File: src/rtl/flexpipe_pkg.sv
// flexpipe_pkg: shared layer configuration, execution states and error bit indices
package flexpipe_pkg;
  localparam int EPOCH_WIDTH = 8;
  localparam int CFG_CNT_W = 32;
  typedef struct packed {
    logic                   valid;
    logic [EPOCH_WIDTH-1:0] epoch;
    logic [CFG_CNT_W-1:0]   pointer_walks;
    logic [CFG_CNT_W-1:0]   compute_cycles;
  } layer_config_t;
  typedef enum logic [2:0] {IDLE, ARMED, ISSUE, COMPUTE, DRAIN} exec_state_e;
  localparam int ERR_BAD_START = 0;
  localparam int ERR_RSP_UNDERFLOW = 1;
endpackage

File: src/rtl/layer_exec_ctrl_outstanding_tracker.sv
// outstanding_tracker: up/down count of walk requests in flight with limit and underflow flag
//   inc/dec      issue and response events (same-cycle pair nets to zero)
//   count        requests in flight
//   at_max       count has reached MAX_OUTSTANDING
//   is_zero      nothing in flight
//   underflow    response seen with nothing in flight and no issue (dropped)
module outstanding_tracker #(
  parameter int MAX_OUTSTANDING = 8,
  parameter int W = $clog2(MAX_OUTSTANDING + 1)
) (
  input  logic         clk,
  input  logic         rst_n,
  input  logic         inc,
  input  logic         dec,
  output logic [W-1:0] count,
  output logic         at_max,
  output logic         is_zero,
  output logic         underflow
);
  assign at_max = count == W'(MAX_OUTSTANDING);
  assign is_zero = count == '0;
  assign underflow = dec && !inc && is_zero;
  always_ff @(posedge clk or negedge rst_n)
    if (!rst_n) count <= '0;
    else if (inc && !dec) count <= count + 1'b1;
    else if (dec && !inc && !is_zero) count <= count - 1'b1;
endmodule

File: src/rtl/layer_exec_ctrl.sv
// layer_exec_ctrl: runs one layer (walk issue, compute, drain) and grants config flips only between layers
//   active_config/layer_start_pulse/current_epoch  layer launch from config_manager
//   request_flip/flip_ack/core_safe_to_flip/no_outstanding_active  flip handshake
//   walk_req_*/walk_rsp_valid  pointer-walk request channel and completions
//   layer_busy/layer_done/err_sticky  status (err bit0 bad start, bit1 response underflow)
module layer_exec_ctrl
  import flexpipe_pkg::*;
#(
  parameter int MAX_OUTSTANDING = 8,
  parameter int CNT_W = 32
) (
  input  logic                   clk,
  input  logic                   rst_n,
  input  layer_config_t          active_config,
  input  logic                   layer_start_pulse,
  input  logic [EPOCH_WIDTH-1:0] current_epoch,
  input  logic                   request_flip,
  output logic                   flip_ack,
  output logic                   core_safe_to_flip,
  output logic                   no_outstanding_active,
  output logic                   walk_req_valid,
  input  logic                   walk_req_ready,
  output logic [CNT_W-1:0]       walk_req_idx,
  output logic [EPOCH_WIDTH-1:0] walk_req_epoch,
  input  logic                   walk_rsp_valid,
  output logic                   layer_busy,
  output logic                   layer_done,
  output logic [1:0]             err_sticky
);
  localparam int OW = $clog2(MAX_OUTSTANDING + 1);
  exec_state_e state;
  logic [CNT_W-1:0] issued, cnt, cfg_pw;
  logic [EPOCH_WIDTH-1:0] cfg_epoch;
  logic [OW-1:0] outstanding;
  logic ack_block, at_max, is_zero, underflow, issue_fire, start_ok, can_start;
  outstanding_tracker #(.MAX_OUTSTANDING(MAX_OUTSTANDING), .W(OW)) u_tracker (
    .clk(clk),
    .rst_n(rst_n),
    .inc(issue_fire),
    .dec(walk_rsp_valid),
    .count(outstanding),
    .at_max(at_max),
    .is_zero(is_zero),
    .underflow(underflow)
  );
  assign core_safe_to_flip = state == IDLE;
  assign layer_busy = state != IDLE;
  assign no_outstanding_active = is_zero;
  assign walk_req_valid = state == ISSUE && issued < cfg_pw && !at_max;
  assign walk_req_idx = issued;
  assign walk_req_epoch = cfg_epoch;
  assign issue_fire = walk_req_valid && walk_req_ready;
  assign start_ok = active_config.valid && active_config.epoch == current_epoch;
  assign can_start = state == IDLE || state == ARMED;
  // flip_ack is raised while still in IDLE; ARMED follows one cycle later so the
  // core_safe_to_flip drop trails the grant. ack_block keeps a held request to one ack.
  always_ff @(posedge clk or negedge rst_n)
    if (!rst_n) begin
      state <= IDLE;
      issued <= '0;
      cnt <= '0;
      cfg_pw <= '0;
      cfg_epoch <= '0;
      ack_block <= 1'b0;
      flip_ack <= 1'b0;
      layer_done <= 1'b0;
      err_sticky <= '0;
    end else begin
      flip_ack <= 1'b0;
      layer_done <= 1'b0;
      if (underflow) err_sticky[ERR_RSP_UNDERFLOW] <= 1'b1;
      if (!request_flip) ack_block <= 1'b0;
      if (layer_start_pulse && can_start) begin
        ack_block <= 1'b0;
        cfg_pw <= CNT_W'(active_config.pointer_walks);
        cfg_epoch <= active_config.epoch;
        cnt <= CNT_W'(active_config.compute_cycles);
        issued <= '0;
        if (!start_ok) err_sticky[ERR_BAD_START] <= 1'b1;
        state <= !start_ok ? IDLE : active_config.pointer_walks == '0 ? COMPUTE : ISSUE;
      end else begin
        if (layer_start_pulse) err_sticky[ERR_BAD_START] <= 1'b1;
        case (state)
          IDLE:
            if (flip_ack) state <= ARMED;
            else if (request_flip && outstanding == '0 && !ack_block) begin
              flip_ack <= 1'b1;
              ack_block <= 1'b1;
            end
          ISSUE:
            if (issue_fire) begin
              issued <= issued + 1'b1;
              if (issued + 1'b1 == cfg_pw) state <= COMPUTE;
            end
          COMPUTE:
            if (cnt == '0) state <= DRAIN;
            else cnt <= cnt - 1'b1;
          DRAIN:
            if (outstanding == '0) begin
              layer_done <= 1'b1;
              state <= IDLE;
            end
          default: ;
        endcase
      end
    end
endmodule

File: config.mk
export PLATFORM = sky130hd
export DESIGN_NAME = layer_exec_ctrl
export DESIGN_NICKNAME = d
export VERILOG_FILES = /design/src/rtl/flexpipe_pkg.sv /design/src/rtl/layer_exec_ctrl_outstanding_tracker.sv /design/src/rtl/layer_exec_ctrl.sv
export SDC_FILE = /design/constraint.sdc
export NUM_CORES = 1
export LEC_CHECK = 0
export ABC_CLOCK_PERIOD_IN_PS = 3900
export BUFFER_PORTS_ARGS = -buffer_cell sky130_fd_sc_hd__buf_2
export CAP_MARGIN = 15
export CORE_ASPECT_RATIO = 0.7
export CORE_MARGIN = 2
export CORE_UTILIZATION = 50
export DETAILED_ROUTE_END_ITERATION = 8
export HOLD_SLACK_MARGIN = 0.15
export PLACE_DENSITY = 0.69
export SLEW_MARGIN = 20
export SYNTH_ARGS = -nofsm -noshare
export SYNTH_HDL_FRONTEND = slang
export SYNTH_SLANG_ARGS = --single-unit
File: constraint.sdc
create_clock -name clk -period 3.9 [get_ports clk]
set_input_delay 0 -clock clk [delete_from_list [all_inputs] [get_ports clk]]
set_output_delay 0 -clock clk [all_outputs]
set_load 0.01 [all_outputs]
==> results of run 1 <==
-- synth_stat cells (all sizes together) (2+ instances only) --
master     n  area share, %
nand2    124            6.2
dfrtp    116             38
o21ai    100            6.6
nor2      54            2.8
inv       45            2.2
xnor2     41            4.7
a21oi     36            2.4
ha        36            5.9
clkbuf    32            1.7
nor3      30            2.3
nand3     28            1.9
o31ai     26            2.6
xor2      25            2.9
nand4     21            1.9
nor4      18            1.8
buf       16            1.5
and3      12            1.0
nor2b     11           0.91
or3       10           0.93
a221o      8            1.1
a21o       7           0.79
and2       7           0.59
a31oi      6           0.50
o211ai     6           0.59
o41ai      6           0.69
a211oi     4           0.40
a22oi      4           0.40
and4       4           0.46
a211o      3           0.35
nand2b     3           0.25
or4        3           0.35
a221oi     2           0.23
a31o       2           0.23
mux2i      2           0.26
nand3b     2           0.25
nor3b      2           0.20
o2111ai    2           0.23
o22ai      2           0.17
o32ai      2           0.23
or2        2           0.17
or3b       2           0.23
-- flip-flops by register name, summed over array words and instances (netlist names) --
| name | flops |
|---|---|
| walk_req_idx | 32 |
| err_sticky | 2 |
| cfg_pw | 32 |
| ack_block | 1 |
| cnt | 32 |
| layer_done | 1 |
| flip_ack | 1 |
| u_tracker.count | 4 |
| state | 3 |
| walk_req_epoch | 8 |
-- stage by stage --
stage / area [sq um] / setup WS [ns] / total power, mW / instances
finish: 9760 / 0.506 / 3.02 / 1293
floorplan: 7570 / 0.742 / 1.37 / 883
CTS: 9760 / 0.557 / 3.03 / 1293
global route: 9760 / 0.227 / 3.12 / 1293
detailed placement: 8390 / 0.581 / 1.48 / 1180
global placement: 8390 / 0.641 / 1.48 / 1180
-- critical path: stages, from the launching register on --
cell and delay [ns]:
dfrtp_1 0.51, ha_1 0.38, and4_1 0.23, nand2_1 0.07, nor3_1 0.44, o2111ai_1 0.35
nand3_2 0.18, nor2_1 0.08, inv_1 0.11, ha_1 0.24, a21o_1 0.17, a21oi_1 0.21
or3_1 0.16, a21oi_1 0.06, a31oi_1 0.13
-- path summary, 6_finish.rpt --
path,from,endpoint,cells after the start
hold / removal,rst_n,cfg_pw[10],2
min in group clk,active_config[3],cnt[3],4
setup reg to reg,walk_req_idx[23],u_tracker.count[3],14
setup / recovery,walk_req_idx[23],u_tracker.count[3],14
max in group asynchronous,rst_n,err_sticky[0],3
hold reg to reg,err_sticky[1],err_sticky[1],1
-- power groups by stage --
stage | Combinational [mW] | Sequential (mW) | Clock, mW
2_1_floorplan | 0.0962 | 1.27 | 0
3_3_place_gp | 0.205 | 1.27 | 0
3_5_place_dp | 0.207 | 1.27 | 0
4_1_cts | 0.268 | 1.25 | 1.51
5_1_grt | 0.299 | 1.26 | 1.57
6_report | 0.271 | 1.25 | 1.50
-- cells by family (layout without fill, tap and decap cells) --
group                    after synthesis  in the layout  synth area share, %
AO/OA/AOI/OAI                        229            229                 19.0
adder cells (fa/ha/maj)               37             37                 6.21
XOR/XNOR                              66             66                 7.63
buffers and inverters                 93            308                 5.47
flip-flops                           116            116                 38.3
multiplexers                           3              3                0.413
AND/OR/NAND/NOR                      339            339                 22.9
-- metal layers --
| layer | vias to the layer above | routed length, um | GRT usage [%] |
|---|---|---|---|
| li1 | 3584 | - | - |
| met1 | 3505 | 11400 | 45.1 |
| met3 | 25 | 1610 | 5.40 |
| met5 | - | 0 | 0 |
| met4 | 0 | 237 | 5.74 |
| met2 | 297 | 9320 | 39.9 |
-- layout make-up --
cell class              instances  area (sq um)
fillers                      1253          5010
flip-flops and latches        116          2900
well taps                     195           244
repair buffers                231          1620
clock inverters                12           106
multi-input cells             674          4260
inverters                      45           169
clock buffers                  20           457
-- repair_timing --
action / in CTS / in global routing
hold buffers: 81 / 0
gates resized for setup: 0 / 0
setup buffers: 0 / 0
hold endpoints to repair: 133 / 0
==> flow_summary.yaml, run 1 <==
detailed_routing:
  drt_first_pass_iters: 5
  vias: 7411
  ant_nets: 0
  wl_per_cell_um: 17.4
  drtIter0Drc: 713
  wl_um: 22500
  drc: 0
  via_per_inst: 5.73
floorplanning:
  die_height_um: 107
  core_sq_mm: 0.0148
  ioPinCount: 135
  core.rowCount: 37
  dieArea_sq_mm: 0.0162
  die_w_um: 151
  start_util_pct: 51.3
grt:
  grt_antenna_before_repair: 0
  grt_pass1_vias: 6934
  grt-ovfl-total: 0
  grt_pass1_wl_um: 36100
  grt_max_degree: 74
  gr-usage-all-layers_pct: 28.4
setup_path:
  r2r_setup_slack_ns: 0.51
  required_ns: 4.23
  worstSetupPathType: "flip-flop to flip-flop"
  critPathCaptureType: "flip-flop"
  worst_setup_path_start_kind: "flip-flop"
  cp.arrival_ns: 3.73
  crit_fanout: 11
outcome:
  outcome: "completed"
final_layout:
  drive_gt1_share_pct: 19.2
  nNetsFinal: 1209
  syn2layout_area_growth_pct: 28.9
  fin_util_pct: 66.1
  diodes: 0
  final_common_cell: "buf_2"
  mostFrequentLayoutCells: "buf_2 (133), nand2_1 (123), dfrtp_1 (116), o21ai_0 (95), dlygate4sd3_1 (81)"
placement:
  numPortBuffers: 134
  gp_congestion: 0.879
  hpwlAfterDp_um: 15600
worst_hold_path:
  hp-class: "input pin to asynchronous set/reset pin"
sta:
  grt_setup_unrepaired: "false"
  hold_slack_ns: 0.159
  min_period_ns: 3.39
  finalSetupViolCount: 0
  relSlewSlack_pct: 51.7
  fin_crit_sh_pct: 87.0
  final_hold_viol_count: 0
  fmax_mhz: 295
  worst_slew_pin_slew_ns: 0.724
  skew_ns: 0.0112
  fin_setup_tns_ns: 0
  drv_slew: 0
power:
  seqPwrFrac_pct: 41.4
  ir_drop_mv: 0.310
  swShare_pct: 24.5
  switchingPower_uw: 740
  pwr-share-comb_pct: 8.9
  p_int_mw: 2.28
  p_leak_nw: 4.43
  power_density_mw_per_mm2: 310
  clockPowerShare_pct: 49.6
clock_tree:
  clock_latency_ns: 0.41
  clockRootBuffer: "clkbuf_16"
  clockBufferDepth: 2
  htree_levels: 4
  cts_tree: "yes"
  cts_sinks: 116
  path_clk_slew_ns: 0.06
  cts_buffers: 17
yosys:
  synth_edf_count: 0
  syn_nets: 1007
  async_reset_ff_share_pct: 100
  synth_ff_type: "dfrtp_1"
  yosysSeqAreaShare_pct: 38.3
  yosysUniqueCellTypes: 84
  synth_seq_cells: 116
  syn_area_sq_mm: 0.00757
  avgSynthCellArea_sq_um: 8.58
  ys_warn_count: 0
  postSynthCellCount: 883
run:
  drv_cap: 0
Power figures use the tool's default switching activity.
==> run 2: changes to the inputs <==
--- a/config.mk
+++ b/config.mk
@@ -5,6 +5,7 @@
 export SDC_FILE = /design/constraint.sdc
 export NUM_CORES = 1
 export LEC_CHECK = 0
+export ABC_AREA = 1
 export ABC_CLOCK_PERIOD_IN_PS = 3900
 export BUFFER_PORTS_ARGS = -buffer_cell sky130_fd_sc_hd__buf_2
 export CAP_MARGIN = 15
@@ -12,8 +13,7 @@
 export CORE_MARGIN = 2
 export CORE_UTILIZATION = 50
 export DETAILED_ROUTE_END_ITERATION = 8
-export HOLD_SLACK_MARGIN = 0.15
-export PLACE_DENSITY = 0.69
+export PLACE_DENSITY = 0.68
 export SLEW_MARGIN = 20
 export SYNTH_ARGS = -nofsm -noshare
 export SYNTH_HDL_FRONTEND = slang
==> run 2 against run 1 <==
Net effect:
- die area is 3.5% higher
- combinational power rose to 8.5 times the previous value
- flip-flop and latch count unchanged
- routed wire length rose by 10%
- via count grew 11%
- register-to-register slack worse by 0.22 ns
- synthesized cell count rose by 26%
- final cell count up 19%
- largest cell class unchanged
- count of clock-buffer cells in the layout up 1
- setup slack worse by 0.22 ns
==> flow_summary.yaml, run 2 <==
outcome:
  outcome: "completed"
yosys:
  yosysTopAreaCellShare_pct: 37.0
  yosysMostFrequentCell: "nand2_1"
  postSynthCellCount: 1111
  netlist_top_cells_count: "nand2_1 (309), nor2_1 (135), inv_1 (129)"
  synthTopCellsByArea: "dfrtp_1 (37%), nand2_1 (15%), nor2_1 (6.5%), nand3_1 (6.2%), inv_1 (6.2%)"
  yosysSeqAreaShare_pct: 37.0
  async_reset_ff_share_pct: 100
  yosysUniqueCellTypes: 44
  ys_warn_count: 0
  synth_seq_cells: 116
  avgSynthCellArea_sq_um: 7.06
  syn_nets: 1235
  synth_top_cell_by_area: "dfrtp_1"
  synth_edf_count: 0
  syn_area_sq_mm: 0.00785
  synth_ff_type: "dfrtp_1"
detailed_routing:
  drtIter0Drc: 965
  via_per_inst: 5.38
  drt_first_pass_iters: 6
  wl_per_cell_um: 16.2
  ant_nets: 0
  vias: 8255
  wl_um: 24800
  drc: 0
clock_tree:
  clockRootBuffer: "clkbuf_16"
  cts_sinks: 116
  post_cts_buffers: 0
  path_clk_slew_ns: 0.06
  cts_buffers: 17
  clockBufferDepth: 2
  clock_latency_ns: 0.43
  cts_tree: "yes"
  htree_levels: 4
placement:
  placed_area_sq_mm: 0.00872
  dp.cells: 1425
  gp_congestion: 0.991
  post-place-ws_ns: 0.389
  hpwlAfterDp_um: 17600
  numPortBuffers: 134
sta:
  worst_slew_pin_slew_ns: 0.900
  final_hold_viol_count: 0
  fin_setup_tns_ns: 0
  grt_setup_unrepaired: "false"
  fmax_mhz: 277
  fin_crit_sh_pct: 92.6
  min_period_ns: 3.61
  drv_slew: 0
  skew_ns: 0.00933
  hold_slack_ns: 0.0346
  worst_slack_ns: 0.289
  relSlewSlack_pct: 39.9
  finalSetupViolCount: 0
setup_path:
  path_delay_family: "simple AND/OR/NAND/NOR gates"
  critPathCaptureType: "flip-flop"
  reg2reg_depth: 18
  crit_fanout: 12
  cp.arrival_ns: 3.97
  cp.depth: 18
  worstSetupPathType: "flip-flop to flip-flop"
  crit_buf_inv: 1
  crit_chain: "ha_1 > a21oi_1 > o21ai_0 > a21oi_1 > nand2_1 > nand2_1 > nand2_1 > nand2_1 > nand3_1 > inv_1 > nand2_1 > ha_1 > a21o_1 > a21oi_1 > nand4_1 > o21ai_0 > nand2_1 > nand2_1"
  cp_slowest_cell: "inv_1"
  crit_path_frequent_cell: "nand2_1"
  cp_slowest_stage_delay_ns: 0.46
  worst_setup_path_start_kind: "flip-flop"
  required_ns: 4.26
power:
  pwr-share-comb_pct: 38.7
  clockPowerShare_pct: 28.3
  ir_drop_mv: 0.317
  power_density_mw_per_mm2: 590
  p_leak_nw: 5.01
  swShare_pct: 40.0
  p_int_mw: 3.58
  seqPwrFrac_pct: 33.1
  switchingPower_mw: 2.39
floorplanning:
  dieArea_sq_mm: 0.0167
  start_util_pct: 51.0
  die_w_um: 154
  die_height_um: 109
  core_sq_mm: 0.0154
  ioPinCount: 135
  core.rowCount: 38
grt:
  grt_max_degree: 83
  grtUsageMet1_pct: 44.5
  gr-max-usage-layer: "met1"
  grt_antenna_before_repair: 0
  grt_pass1_wl_um: 39300
  use_met3_pct: 8.98
  gr-usage-all-layers_pct: 30.1
  gr-usage-met2_pct: 42.9
  grt_pass1_vias: 7575
  grt-ovfl-total: 0
worst_hold_path:
  whs_path_depth: 5
  hp-class: "input pin to flip-flop"
final_layout:
  diodes: 0
  syn2layout_area_growth_pct: 28.9
  instances_no_fill: 1533
  fin_area_sq_mm: 0.0101
  nNetsFinal: 1445
  mostFrequentLayoutCells: "nand2_1 (309), nor2_1 (135), buf_2 (133), inv_1 (129), dfrtp_1 (116)"
  drive_gt1_share_pct: 15.1
  final_common_cell: "nand2_1"
run:
  drv_cap: 0
run 2: cell types whose count changed in the layout (fill, tap and decap cells not counted), sizes merged, moves of 20 or more:
cell   delta
o22ai    +20
xnor2    -34
nand3    +72
o31ai    -26
inv      +87
nor2     +91
nand2   +194
o21ai    -27
run 2: cell type report:
class | instances | area [sq um]
inverter | 133 | 499
clock inverter | 10 | 154
tap | 200 | 250
sequential | 116 | 2900
clock buffer | 21 | 470
multi-input combinational | 836 | 4340
fill | 1333 | 5290
timing repair buffer | 217 | 1500
run 2: power by group through the flow:
stage               sequential (mW)  clock [mW]  combinational (mW)
finish                         1.98        1.69                2.31
global route                   2.03        1.76                2.64
CTS                            1.97        1.70                2.29
detailed placement             1.98           0                2.22
global placement               1.97           0                2.18
floorplan                      1.93           0                1.58
run 2: cells by family (layout without fill, tap and decap cells):
logic type / after synthesis / in the layout / share of synthesized area, %
AND/OR/NAND/NOR: 609 / 609 / 33.7
AO/OA/AOI/OAI: 160 / 160 / 11.9
buffers and inverters: 159 / 381 / 7.81
flip-flops: 116 / 116 / 37.0
adder cells (fa/ha/maj): 37 / 37 / 5.99
XOR/XNOR: 30 / 30 / 3.57
run 2: per-layer routing:
| metal | vias to the layer above | wire (um) |
|---|---|---|
| met5 | - | 0 |
| met4 | 0 | 403 |
| met3 | 40 | 2530 |
| met2 | 346 | 10100 |
| met1 | 3796 | 11700 |
| li1 | 4073 | - |
run 2: per-stage QoR:
step                      power (mW)  utilization (%)
after detailed placement        4.20             56.6
final                           5.97             65.7
after CTS                       5.96             65.7
after global routing            6.43             65.7
after global placement          4.16             56.6
after floorplan                 3.51                -
run 2: repair_timing:
action,CTS,global route
resized for setup,0,0
hold endpoints to repair,142,0
hold buffers,77,0
run 2: worst paths after layout:
| check | start | end | slack, ns |
|---|---|---|---|
| setup / recovery | walk_req_idx[11] | u_tracker.count[3] | 0.29 |
| hold / removal | current_epoch[0] | err_sticky[0] | 0.03 |
| setup reg to reg | walk_req_idx[11] | u_tracker.count[3] | 0.29 |
| hold reg to reg | err_sticky[1] | err_sticky[1] | 0.46 |
| max in group asynchronous | rst_n | cfg_pw[1] | 2.88 |
| min in group asynchronous | rst_n | walk_req_idx[18] | 0.23 |
run 2: tightest hold or removal path: stages:
cell and delay, ns:
buf_2 0.09, nand2_1 0.05, nand4_1 0.08, nor2_1 0.08
o21bai_1 0.12
